## config.mk

```make
export PLATFORM = sky130hd
export DESIGN_NAME = bp_nonsynth_io_cmd_arbiter
export DESIGN_NICKNAME = d
export VERILOG_FILES = /design/src/rtl/bp_nonsynth_io_cmd_arbiter.sv
export SDC_FILE = /design/constraint.sdc
export NUM_CORES = 1
export LEC_CHECK = 0
export BUFFER_PORTS_ARGS = -buffer_cell sky130_fd_sc_hd__buf_2
export CAP_MARGIN = 20
export CORE_AREA = 2 2 132 134
export CTS_CLUSTER_DIAMETER = 150
export DETAILED_ROUTE_END_ITERATION = 7
export DIE_AREA = 0 0 134 136
export HOLD_SLACK_MARGIN = 0.08
export RECOVER_POWER = 100
export SYNTH_ARGS = -nofsm -noshare
export SYNTH_HDL_FRONTEND = slang
export SYNTH_SLANG_ARGS = --single-unit
```

## constraint.sdc

```tcl
create_clock -name clk_i -period 4 [get_ports clk_i]
set_clock_uncertainty 0.15 [all_clocks]
set_input_delay 0 -clock clk_i [delete_from_list [all_inputs] [get_ports clk_i]]
set_output_delay 0 -clock clk_i [all_outputs]
set_load 0.02 [all_outputs]
```

## src/rtl/bp_nonsynth_io_cmd_arbiter.sv

```systemverilog
// ---------------------------------------------------------------------------
// bp_nonsynth_io_cmd_arbiter
//
// Shares one io_cmd/io_resp channel pair among num_req_p simulation-only
// requesters (NBF loader, host/debug shim, freeze/reset sequencer) that sit
// in front of the IO network.
//   - Round-robin arbitration. Once a requester is offered on io_cmd_o, the
//     grant is locked to it until the network takes the command.
//   - The number of commands in flight is capped at max_credits_p.
//   - Every accepted command pushes its requester id into a tag FIFO. Each
//     io_resp is steered to the requester at the FIFO head, so responses
//     return in issue order.
//
// Parameters
//   num_req_p      number of requesters (>= 1); requester 0 is the NBF loader
//   max_credits_p  max commands in flight (>= 1); also the tag FIFO depth
//   msg_width_p    width of one cce_mem_msg
//
// Ports
//   clk_i             clock
//   reset_i           synchronous reset, active-high
//   req_cmd_i         per-requester command; slot i at [i*msg_width_p +: msg_width_p]
//   req_cmd_v_i       per-requester command valid
//   req_cmd_yumi_o    one-hot; the command of requester i is taken this cycle
//   req_resp_o        io_resp_i, broadcast to all requesters
//   req_resp_v_o      one-hot; the response belongs to requester i
//   req_resp_ready_i  per-requester response ready
//   io_cmd_o          granted command
//   io_cmd_v_o        command valid (valid->yumi handshake)
//   io_cmd_yumi_i     network takes io_cmd_o
//   io_resp_i         response from the network
//   io_resp_v_i       response valid
//   io_resp_ready_o   response consumed when io_resp_v_i & io_resp_ready_o
//   idle_o            no grant locked and no commands in flight
// ---------------------------------------------------------------------------
module bp_nonsynth_io_cmd_arbiter #(
   parameter int num_req_p     = 2,
   parameter int max_credits_p = 2,
   parameter int msg_width_p   = 64
) (
   input  logic                             clk_i,
   input  logic                             reset_i,
   input  logic [num_req_p*msg_width_p-1:0] req_cmd_i,
   input  logic [num_req_p-1:0]             req_cmd_v_i,
   output logic [num_req_p-1:0]             req_cmd_yumi_o,
   output logic [msg_width_p-1:0]           req_resp_o,
   output logic [num_req_p-1:0]             req_resp_v_o,
   input  logic [num_req_p-1:0]             req_resp_ready_i,
   output logic [msg_width_p-1:0]           io_cmd_o,
   output logic                             io_cmd_v_o,
   input  logic                             io_cmd_yumi_i,
   input  logic [msg_width_p-1:0]           io_resp_i,
   input  logic                             io_resp_v_i,
   output logic                             io_resp_ready_o,
   output logic                             idle_o
);

   localparam int req_id_width_lp  = (num_req_p > 1) ? $clog2(num_req_p) : 1;
   localparam int credit_width_lp  = $clog2(max_credits_p + 1);
   localparam int tag_ptr_width_lp = (max_credits_p > 1) ? $clog2(max_credits_p) : 1;

   typedef logic [req_id_width_lp-1:0]  req_id_t;
   typedef logic [credit_width_lp-1:0]  credit_t;
   typedef logic [tag_ptr_width_lp-1:0] tag_ptr_t;
   typedef logic [req_id_width_lp:0]    req_sum_t;

   localparam credit_t  max_credits_lp = credit_t'(max_credits_p);
   localparam tag_ptr_t last_slot_lp   = tag_ptr_t'(max_credits_p - 1);
   localparam req_id_t  last_req_lp    = req_id_t'(num_req_p - 1);
   localparam req_sum_t num_req_lp     = req_sum_t'(num_req_p);

   typedef enum logic {
      e_arb,      // free: pick a requester round-robin each cycle
      e_locked    // command offered but not yet taken; hold lock_id_r
   } lock_state_e;

   lock_state_e state_r, state_n;
   req_id_t     lock_id_r, lock_id_n;
   req_id_t     rr_ptr_r, rr_ptr_n;
   credit_t     credit_cnt_r, credit_cnt_n;
   tag_ptr_t    rd_ptr_r, wr_ptr_r;
   req_id_t     tag_mem [max_credits_p];

   logic [2*num_req_p-1:0]   v_rot;
   logic [msg_width_p-1:0]   req_cmd_arr [num_req_p];
   req_sum_t                 pick_sum;
   req_id_t                  pick_id;
   req_id_t                  grant_id;
   req_id_t                  head_id;
   logic                     fifo_empty;
   logic                     accept;
   logic                     resp_deq;

   // Rotate the valids so that bit 0 is the requester at rr_ptr_r; the
   // lowest set bit of the rotated vector is then the round-robin winner.
   // NOTE: every signal driven from always_comb gets a default value first,
   // so no path through the block can leave it unassigned and infer a latch.
   always_comb begin
      v_rot    = {req_cmd_v_i, req_cmd_v_i} >> rr_ptr_r;
      pick_sum = {1'b0, rr_ptr_r};
      for (int k = num_req_p - 1; k >= 0; k--) begin
         if (v_rot[k]) begin
            pick_sum = {1'b0, rr_ptr_r} + req_sum_t'(k);
         end
      end
      if (pick_sum >= num_req_lp) begin
         pick_sum = pick_sum - num_req_lp;
      end
      pick_id = pick_sum[req_id_width_lp-1:0];
   end

   always_comb begin
      for (int i = 0; i < num_req_p; i++) begin
         req_cmd_arr[i] = req_cmd_i[i*msg_width_p +: msg_width_p];
      end
   end

   // The tag FIFO holds exactly one entry per outstanding command, so its
   // occupancy is credit_cnt_r and no separate count is needed.
   assign fifo_empty = (credit_cnt_r == '0);
   assign head_id    = tag_mem[rd_ptr_r];

   assign grant_id   = (state_r == e_locked) ? lock_id_r : pick_id;
   assign io_cmd_o   = req_cmd_arr[grant_id];
   assign io_cmd_v_o = ((state_r == e_locked) | (|req_cmd_v_i))
                       & (credit_cnt_r < max_credits_lp);
   assign accept     = io_cmd_v_o & io_cmd_yumi_i;

   assign req_resp_o      = io_resp_i;
   assign io_resp_ready_o = ~fifo_empty & req_resp_ready_i[head_id];
   assign resp_deq        = io_resp_v_i & io_resp_ready_o;

   assign idle_o = (state_r == e_arb) & fifo_empty;

   always_comb begin
      for (int i = 0; i < num_req_p; i++) begin
         req_cmd_yumi_o[i] = accept & (grant_id == req_id_t'(i));
         req_resp_v_o[i]   = io_resp_v_i & ~fifo_empty & (head_id == req_id_t'(i));
      end
   end

   // Lock / round-robin / credit next-state logic.
   always_comb begin
      state_n      = state_r;
      lock_id_n    = lock_id_r;
      rr_ptr_n     = rr_ptr_r;
      credit_cnt_n = credit_cnt_r;

      case (state_r)
         e_arb: begin
            // With credits exhausted io_cmd_v_o is low, so no lock is taken.
            if (io_cmd_v_o && !io_cmd_yumi_i) begin
               state_n   = e_locked;
               lock_id_n = pick_id;
            end
         end
         e_locked: begin
            if (accept) begin
               state_n = e_arb;
            end
         end
         default: state_n = e_arb;
      endcase

      if (accept) begin
         rr_ptr_n = (grant_id == last_req_lp) ? '0 : grant_id + 1'b1;
      end

      case ({accept, resp_deq})
         2'b10:   credit_cnt_n = credit_cnt_r + 1'b1;
         2'b01:   credit_cnt_n = credit_cnt_r - 1'b1;
         default: credit_cnt_n = credit_cnt_r;
      endcase
   end

   // NOTE: sequential state uses non-blocking assignments so every register
   // samples the pre-edge values regardless of process ordering.
   always_ff @(posedge clk_i) begin
      if (reset_i) begin
         state_r      <= e_arb;
         lock_id_r    <= '0;
         rr_ptr_r     <= '0;
         credit_cnt_r <= '0;
         rd_ptr_r     <= '0;
         wr_ptr_r     <= '0;
      end else begin
         state_r      <= state_n;
         lock_id_r    <= lock_id_n;
         rr_ptr_r     <= rr_ptr_n;
         credit_cnt_r <= credit_cnt_n;
         if (accept) begin
            wr_ptr_r <= (wr_ptr_r == last_slot_lp) ? '0 : wr_ptr_r + 1'b1;
         end
         if (resp_deq) begin
            rd_ptr_r <= (rd_ptr_r == last_slot_lp) ? '0 : rd_ptr_r + 1'b1;
         end
      end
   end

   // NOTE: the tag storage is not reset; an entry is only read after it has
   // been written, and clearing the pointers empties the FIFO.
   always_ff @(posedge clk_i) begin
      if (accept) begin
         tag_mem[wr_ptr_r] <= grant_id;
      end
   end

   // Simulation-only protocol checks.
   always_ff @(posedge clk_i) begin
      if (!reset_i) begin
         assert (!(accept && !resp_deq && credit_cnt_r == max_credits_lp))
            else $error("io_cmd_arbiter: credit counter overflow");
         assert (!(resp_deq && !accept && credit_cnt_r == '0))
            else $error("io_cmd_arbiter: credit counter underflow");
         assert (!(io_resp_v_i && fifo_empty))
            else $warning("io_cmd_arbiter: io_resp_v_i with no command in flight; response not consumed");
      end
   end

endmodule

```

==> results of run 1 <==
==> metrics by stage <==
step	worst slack, ns	cell area, um2	utilization (%)	hold WS [ns]	total power, mW
2_1_floorplan	1.99	1850	-	-0.0374	0.623
3_3_place_gp	1.90	2620	15.5	-0.150	0.702
3_5_place_dp	1.86	2620	15.5	-0.150	0.705
4_1_cts	1.75	3380	20.0	0.150	0.990
5_1_grt	1.50	3250	19.2	0.193	0.998
6_report	1.62	3250	19.2	0.152	0.942
==> cells in the final DEF (no fill, tap or decap) <==
master         Yosys  layout
buf_2              6     154
dlygate4sd3_1      0      68
clkbuf_1           0      53
mux2_2            48      42
mux2_1             0      20
nor2_1            12      12
dfxtp_1            8       8
nor2b_1            4       4
nor3_1             3       3
mux2i_1            3       3
a21oi_1            3       3
nand2_1            3       3
xnor2_1            3       3
clkbuf_16          0       3
o211ai_1           2       2
inv_1              2       2
o31ai_1            1       2
mux2_4            16       2
o21ai_0            2       2
or3_1              2       2
edfxtp_1           2       2
or3b_1             1       1
a22oi_1            1       1
nand3b_1           1       1
xor2_1             1       1
ha_1               1       1
buf_12             0       1
==> final cells by class <==
cell class	count	share of cell area (%)
Tap cell	225	8.67
Multi-Input combinational cell	108	30.6
Clock buffer	4	2.43
Inverter	2	0.231
Timing Repair Buffer	275	51.3
Sequential cell	10	6.78
==> path summary, 6_finish.rpt <==
kind / from / to / slack [ns] / cells past startpoint
max: req_cmd_v_i[0] / io_cmd_o[60] / 1.62 / 7
min: req_resp_ready_i[1] / flop / 0.15 / 5
max reg2reg: flop / credit_cnt_r[1]$_SDFFE_PP0P_ / 1.92 / 5
min reg2reg: lock_id_r$_SDFFE_PP0P_ / lock_id_r$_SDFFE_PP0P_ / 0.35 / 2
==> critical path, cell delays in order <==
cell and delay, ns:
dlygate4sd3_1 0.54, clkbuf_1 0.14, nor2b_1 0.16, o31ai_1 0.36
buf_12 0.35, mux2_1 0.42, buf_2 0.18
==> power by group <==
| group | internal [mW] | switching [mW] | leakage, nW |
|---|---|---|---|
| Sequential | 0.125 | 0.0224 | 0.0847 |
| Clock | 0.134 | 0.0466 | 0.0382 |
| Combinational | 0.262 | 0.353 | 1.31 |
| Total | 0.520 | 0.422 | 1.43 |
==> per-layer routing <==
metal  wire, um  share of wire [%]
met1       2990                 38
met2       3860                 49
met3        897                 11
met4         69               0.88
met5          0                  0
==> cells by family after synthesis <==
family / after synthesis / synth area share [%]
buffers and inverters: 77 / 30.7
muxes: 67 / 43.9
and+or+nand+nor: 26 / 6.77
AOI/OAI and AO/OA: 10 / 4.13
DFF: 10 / 11.9
xor gates and xnor gates: 4 / 1.90
adders and majority gates: 1 / 0.677
==> impl_metrics.env, run 1 <==
export IMPL_status="finished clean"
export IMPL_cp_required_ns=3.85
export IMPL_synth_nets=396
export IMPL_drc=0
export IMPL_cts_buffers=3
export IMPL_fillers=1905
export IMPL_grt_pass1_wl_um=9600
export IMPL_critPathLaunchType="primary input"
export IMPL_cp_max_fo=69
export IMPL_layoutNonFillerInstCount=624
export IMPL_antenna_left=0
export IMPL_yosysMostFrequentCell="buf_4"
export IMPL_cts_resized=0
export IMPL_synth_top_area_share_pct=29.3
export IMPL_clock_latency_ns=0.24
export IMPL_power_density_nw_per_um2=290
export IMPL_dieWidth_um=134
export IMPL_grt_pass1_vias=1802
export IMPL_period_minus_slack_ns=2.38
export IMPL_regArea_um2=220
export IMPL_final_layout_size_suffix_gt1_share_pct=50.6
export IMPL_cts_setup_buffers=0
export IMPL_slew_viol_final=0
export IMPL_drtPass1Iterations=4
export IMPL_vias_per_cell=3.50
export IMPL_timing_setup_tns_ns=0
export IMPL_area_growth_pct=75.9
export IMPL_grt_use_met2_pct=12.1
export IMPL_max_cap_violations=0
export IMPL_fin_nets=601
export IMPL_die_area_um2=18200
export IMPL_ys_top_cells_by_count="64 x buf_4, 48 x mux2_2, 16 x mux2_4, 12 x nor2_1, 8 x dfxtp_1"
export IMPL_htree_levels=1
export IMPL_setup_worst_path_class="primary input to output port"
export IMPL_port_buffers=206
export IMPL_io_pins=335
export IMPL_overflow=0
export IMPL_ys_dominant_reg_cell="dfxtp_1"
export IMPL_ys_ff_latch=10
export IMPL_rsz0062_at_grt="no"
export IMPL_synthArstFlopShare_pct=0
export IMPL_hpwl_um=5980
export IMPL_gp_congestion=0.655
export IMPL_maxSlewHeadroom_pct=72.9
export IMPL_post_route_period_util_pct=59.6
export IMPL_cts_tree="done"
export IMPL_multi_input_area_um2=993
export IMPL_worstMarginPinSlew_ns=0.395
export IMPL_core_area_um2=16900
export IMPL_postRouteWirelength_um=7820
export IMPL_synth_area_leader_cell="mux2_2"
export IMPL_start_util_pct=10.9
export IMPL_diodes=0
export IMPL_cts_sinks=10
export IMPL_grt_use_met1_pct=8.42
export IMPL_yosys_warnings=0
export IMPL_yosysUniqueCellTypes=26
export IMPL_drtIter0Drc=117
export IMPL_fp_dieH_um=136
export IMPL_hp_class="primary input to flop"
export IMPL_placed_cells=552
export IMPL_syn_avg_cell_area_um2=9.47
export IMPL_arrival_ns=2.23
export IMPL_power_leakage_nw=1.43
export IMPL_synth_edf_count=2
export IMPL_synthTopCellsByArea="mux2_2 29%, buf_4 26%, mux2_4 13%"
export IMPL_cts_root_buf="clkbuf_16"
export IMPL_use_met3_pct=1.23
export IMPL_busiest_layer="met2"
export IMPL_setup_viol=0
export IMPL_cts_hold_buf=68
export IMPL_grt_total_usage_pct=6.69
export IMPL_syn_area_um2=1850
export IMPL_path_clk_slew_ns=0.04
export IMPL_grt_antenna_before_repair=2
export IMPL_ir_drop_v=0.000117
export IMPL_wl_per_cell_um=12.5
export IMPL_num_vias=2184
export IMPL_rows=48
export IMPL_hold_viol=0
export IMPL_synth_seq_area_share_pct=11.9
export IMPL_cp_end_kind="output port"
export IMPL_fmax_mhz=420
export IMPL_cts_path_max_buffers=2
export IMPL_grt_max_degree=70
export IMPL_syn_inst=195
Note: power is estimated with default switching activity, not from simulation.
==> run 2, diff against run 1 <==
Settings changed: CORE_AREA 2 2 132 134 to 2 2 129 131, DIE_AREA 0 0 134 136 to 0 0 131 133.
Clock period 4 ns to 2.1 ns, I/O delays scaled along.
==> run 2 against run 1 <==
Against the previous run: sequential share of layout area down 0.49 points; routed wire length is 1.1% lower; clock power up 110%; combinational power up 120%; final area increased by 7.9%; cell count grew 0.32%; via count is 1.9% lower; worst hold slack improved by 0.016 ns; utilization increased by 2.4 points; critical endpoint is now io_cmd_o[61].
==> impl_metrics.env, run 2 (synthesis gave the netlist of run 1 again) <==
export IMPL_status="finished clean"
export IMPL_cp_max_fo=17
export IMPL_final_setup_worst_slack_ns=0.0605
export IMPL_final_common_cell="buf_2"
export IMPL_hp_class="primary input to flop"
export IMPL_area_growth_pct=89.7
export IMPL_grt_pass1_wl_um=8650
export IMPL_grt_antenna_before_repair=0
export IMPL_ir_drop_v=0.000462
export IMPL_drtIter0Drc=84
export IMPL_placed_cells=550
export IMPL_fin_nets=608
export IMPL_start_util_pct=11.4
export IMPL_dp_slack_ns=0.145
export IMPL_layoutNonFillerInstCount=626
export IMPL_fp_dieH_um=133
export IMPL_cts_tree="done"
export IMPL_die_area_um2=17400
export IMPL_power_mw=1.99
export IMPL_cp_required_ns=1.95
export IMPL_cts_buffers=3
export IMPL_port_buffers=206
export IMPL_io_pins=335
export IMPL_p_switching_uw=827
export IMPL_power_density_nw_per_um2=568
export IMPL_rsz0062_at_grt="no"
export IMPL_setup_worst_path_class="flop to output port"
export IMPL_dieWidth_um=131
export IMPL_setup_viol=0
export IMPL_drc=0
export IMPL_gp_congestion=0.699
export IMPL_wl_per_cell_um=12.4
export IMPL_critPathLaunchType="flop"
export IMPL_cts_root_buf="clkbuf_16"
export IMPL_cts_path_max_buffers=2
export IMPL_antenna_left=0
export IMPL_diodes=0
export IMPL_combinationalPowerShare_pct=67.3
export IMPL_slew_viol_final=0
export IMPL_seq_power_share_pct=14.0
export IMPL_overflow=0
export IMPL_power_leakage_nw=1.69
export IMPL_grt_total_usage_pct=6.32
export IMPL_cp_cell_sequence="nor2b_1 -> o31ai_4 -> buf_12 -> buf_8 -> mux2_2 -> buf_2"
export IMPL_cts_sinks=10
export IMPL_hold_viol=0
export IMPL_fmax_mhz=490
export IMPL_worstMarginPinSlew_ns=0.312
export IMPL_grt_max_degree=70
export IMPL_post_route_period_util_pct=97.1
export IMPL_num_vias=2142
export IMPL_drtPass1Iterations=4
export IMPL_final_layout_size_suffix_gt1_share_pct=69.7
export IMPL_clock_latency_ns=0.23
export IMPL_core_area_um2=16200
export IMPL_final_cell_mix="204 x buf_2, 68 x dlygate4sd3_1, 48 x mux2_2, 16 x mux2_4, 12 x nor2_1"
export IMPL_p_clk_share_pct=18.7
export IMPL_grt_pass1_vias=1835
export IMPL_reg2regPathDepth=5
export IMPL_slowest_stage="mux2_2"
export IMPL_vias_per_cell=3.42
export IMPL_hold_slack_ns=0.168
export IMPL_holdPathStages=5
export IMPL_postRouteWirelength_um=7730
export IMPL_maxSlewHeadroom_pct=79.2
export IMPL_hpwl_um=5280
export IMPL_htree_levels=1
export IMPL_switching_share_pct=41.6
export IMPL_period_minus_slack_ns=2.04
export IMPL_max_cap_violations=0
export IMPL_rows=47
export IMPL_path_clk_slew_ns=0.04
export IMPL_cpPeakStageDelay_ns=0.36
export IMPL_arrival_ns=1.89
export IMPL_p_int_mw=1.16
export IMPL_cp_end_kind="output port"
-- run 2: cell types whose count changed in the layout (fill, tap and decap cells not counted), moves of 3 or more --
cell / previous run / this run
buf_4: 0 / 3
buf_2: 154 / 204
mux2_1: 20 / 0
mux2_2: 42 / 48
mux2_4: 2 / 16
clkbuf_1: 53 / 2
-- run 2: timing repair --
| action | CTS | global route |
|---|---|---|
| hold buffers | 68 | 0 |
| setup endpoints to repair | 5 | 52 |
| resized for setup | 0 | 8 |
| setup buffers | 0 | 1 |
| pin swaps | 0 | 1 |
| endpoints found under the hold margin | 72 | 0 |
| gates cloned | 0 | 3 |
-- run 2: per-layer routing --
metal	global-route usage, %	vias up	wire length, um
li1	-	1028	-
met1	6.71	951	2770
met2	12.8	157	4140
met3	0.809	6	768
met4	1.42	0	58
met5	0	-	0
-- run 2: path summary, 6_finish.rpt --
kind	startpoint	to	slack, ns
min reg2reg	lock_id_r$_SDFFE_PP0P_	lock_id_r$_SDFFE_PP0P_	0.36
max reg2reg	tag_mem[0]$_DFFE_PP_	credit_cnt_r[1]$_SDFFE_PP0P_	0.14
max	rr_ptr_r$_SDFFE_PP0N_	io_cmd_o[61]	0.06
min	req_resp_ready_i[0]	rd_ptr_r$_SDFFE_PP0P_	0.17
-- run 2: metrics by stage --
stage | instance area, um2 | TNS, ns | utilization (%)
6_report | 3500 | 0 | 21.7
5_1_grt | 3500 | 0 | 21.7
4_1_cts | 3410 | -0.0542 | 21.1
3_5_place_dp | 2640 | 0 | 16.3
3_3_place_gp | 2640 | 0 | 16.3
2_1_floorplan | 1850 | 0 | -
-- run 2: final cells by class --
class,instances,area (um2)
timing repair buffer,282,1840
fill,1744,12700
multi-input combinational,108,1070
tap,220,275
inverter,2,7.51
sequential,10,220
clock buffer,4,88.8
-- run 2: worst max-delay path, delay by kind of cell, from the launching register on --
| family | cells | cell delay (ns) |
|---|---|---|
| buffers and inverters | 3 | 0.51 |
| muxes | 1 | 0.36 |
| DFF | 1 | 0.34 |
| AOI/OAI and AO/OA | 1 | 0.34 |
| and+or+nand+nor | 1 | 0.09 |
-- run 2: power by group through the flow --
stage | registers, mW | logic (mW) | clock network (mW)
global placement | 0.279 | 1.07 | 0
floorplan | 0.255 | 0.931 | 0
CTS | 0.278 | 1.27 | 0.378
finish | 0.279 | 1.34 | 0.372
global route | 0.285 | 1.43 | 0.391
detailed placement | 0.282 | 1.07 | 0
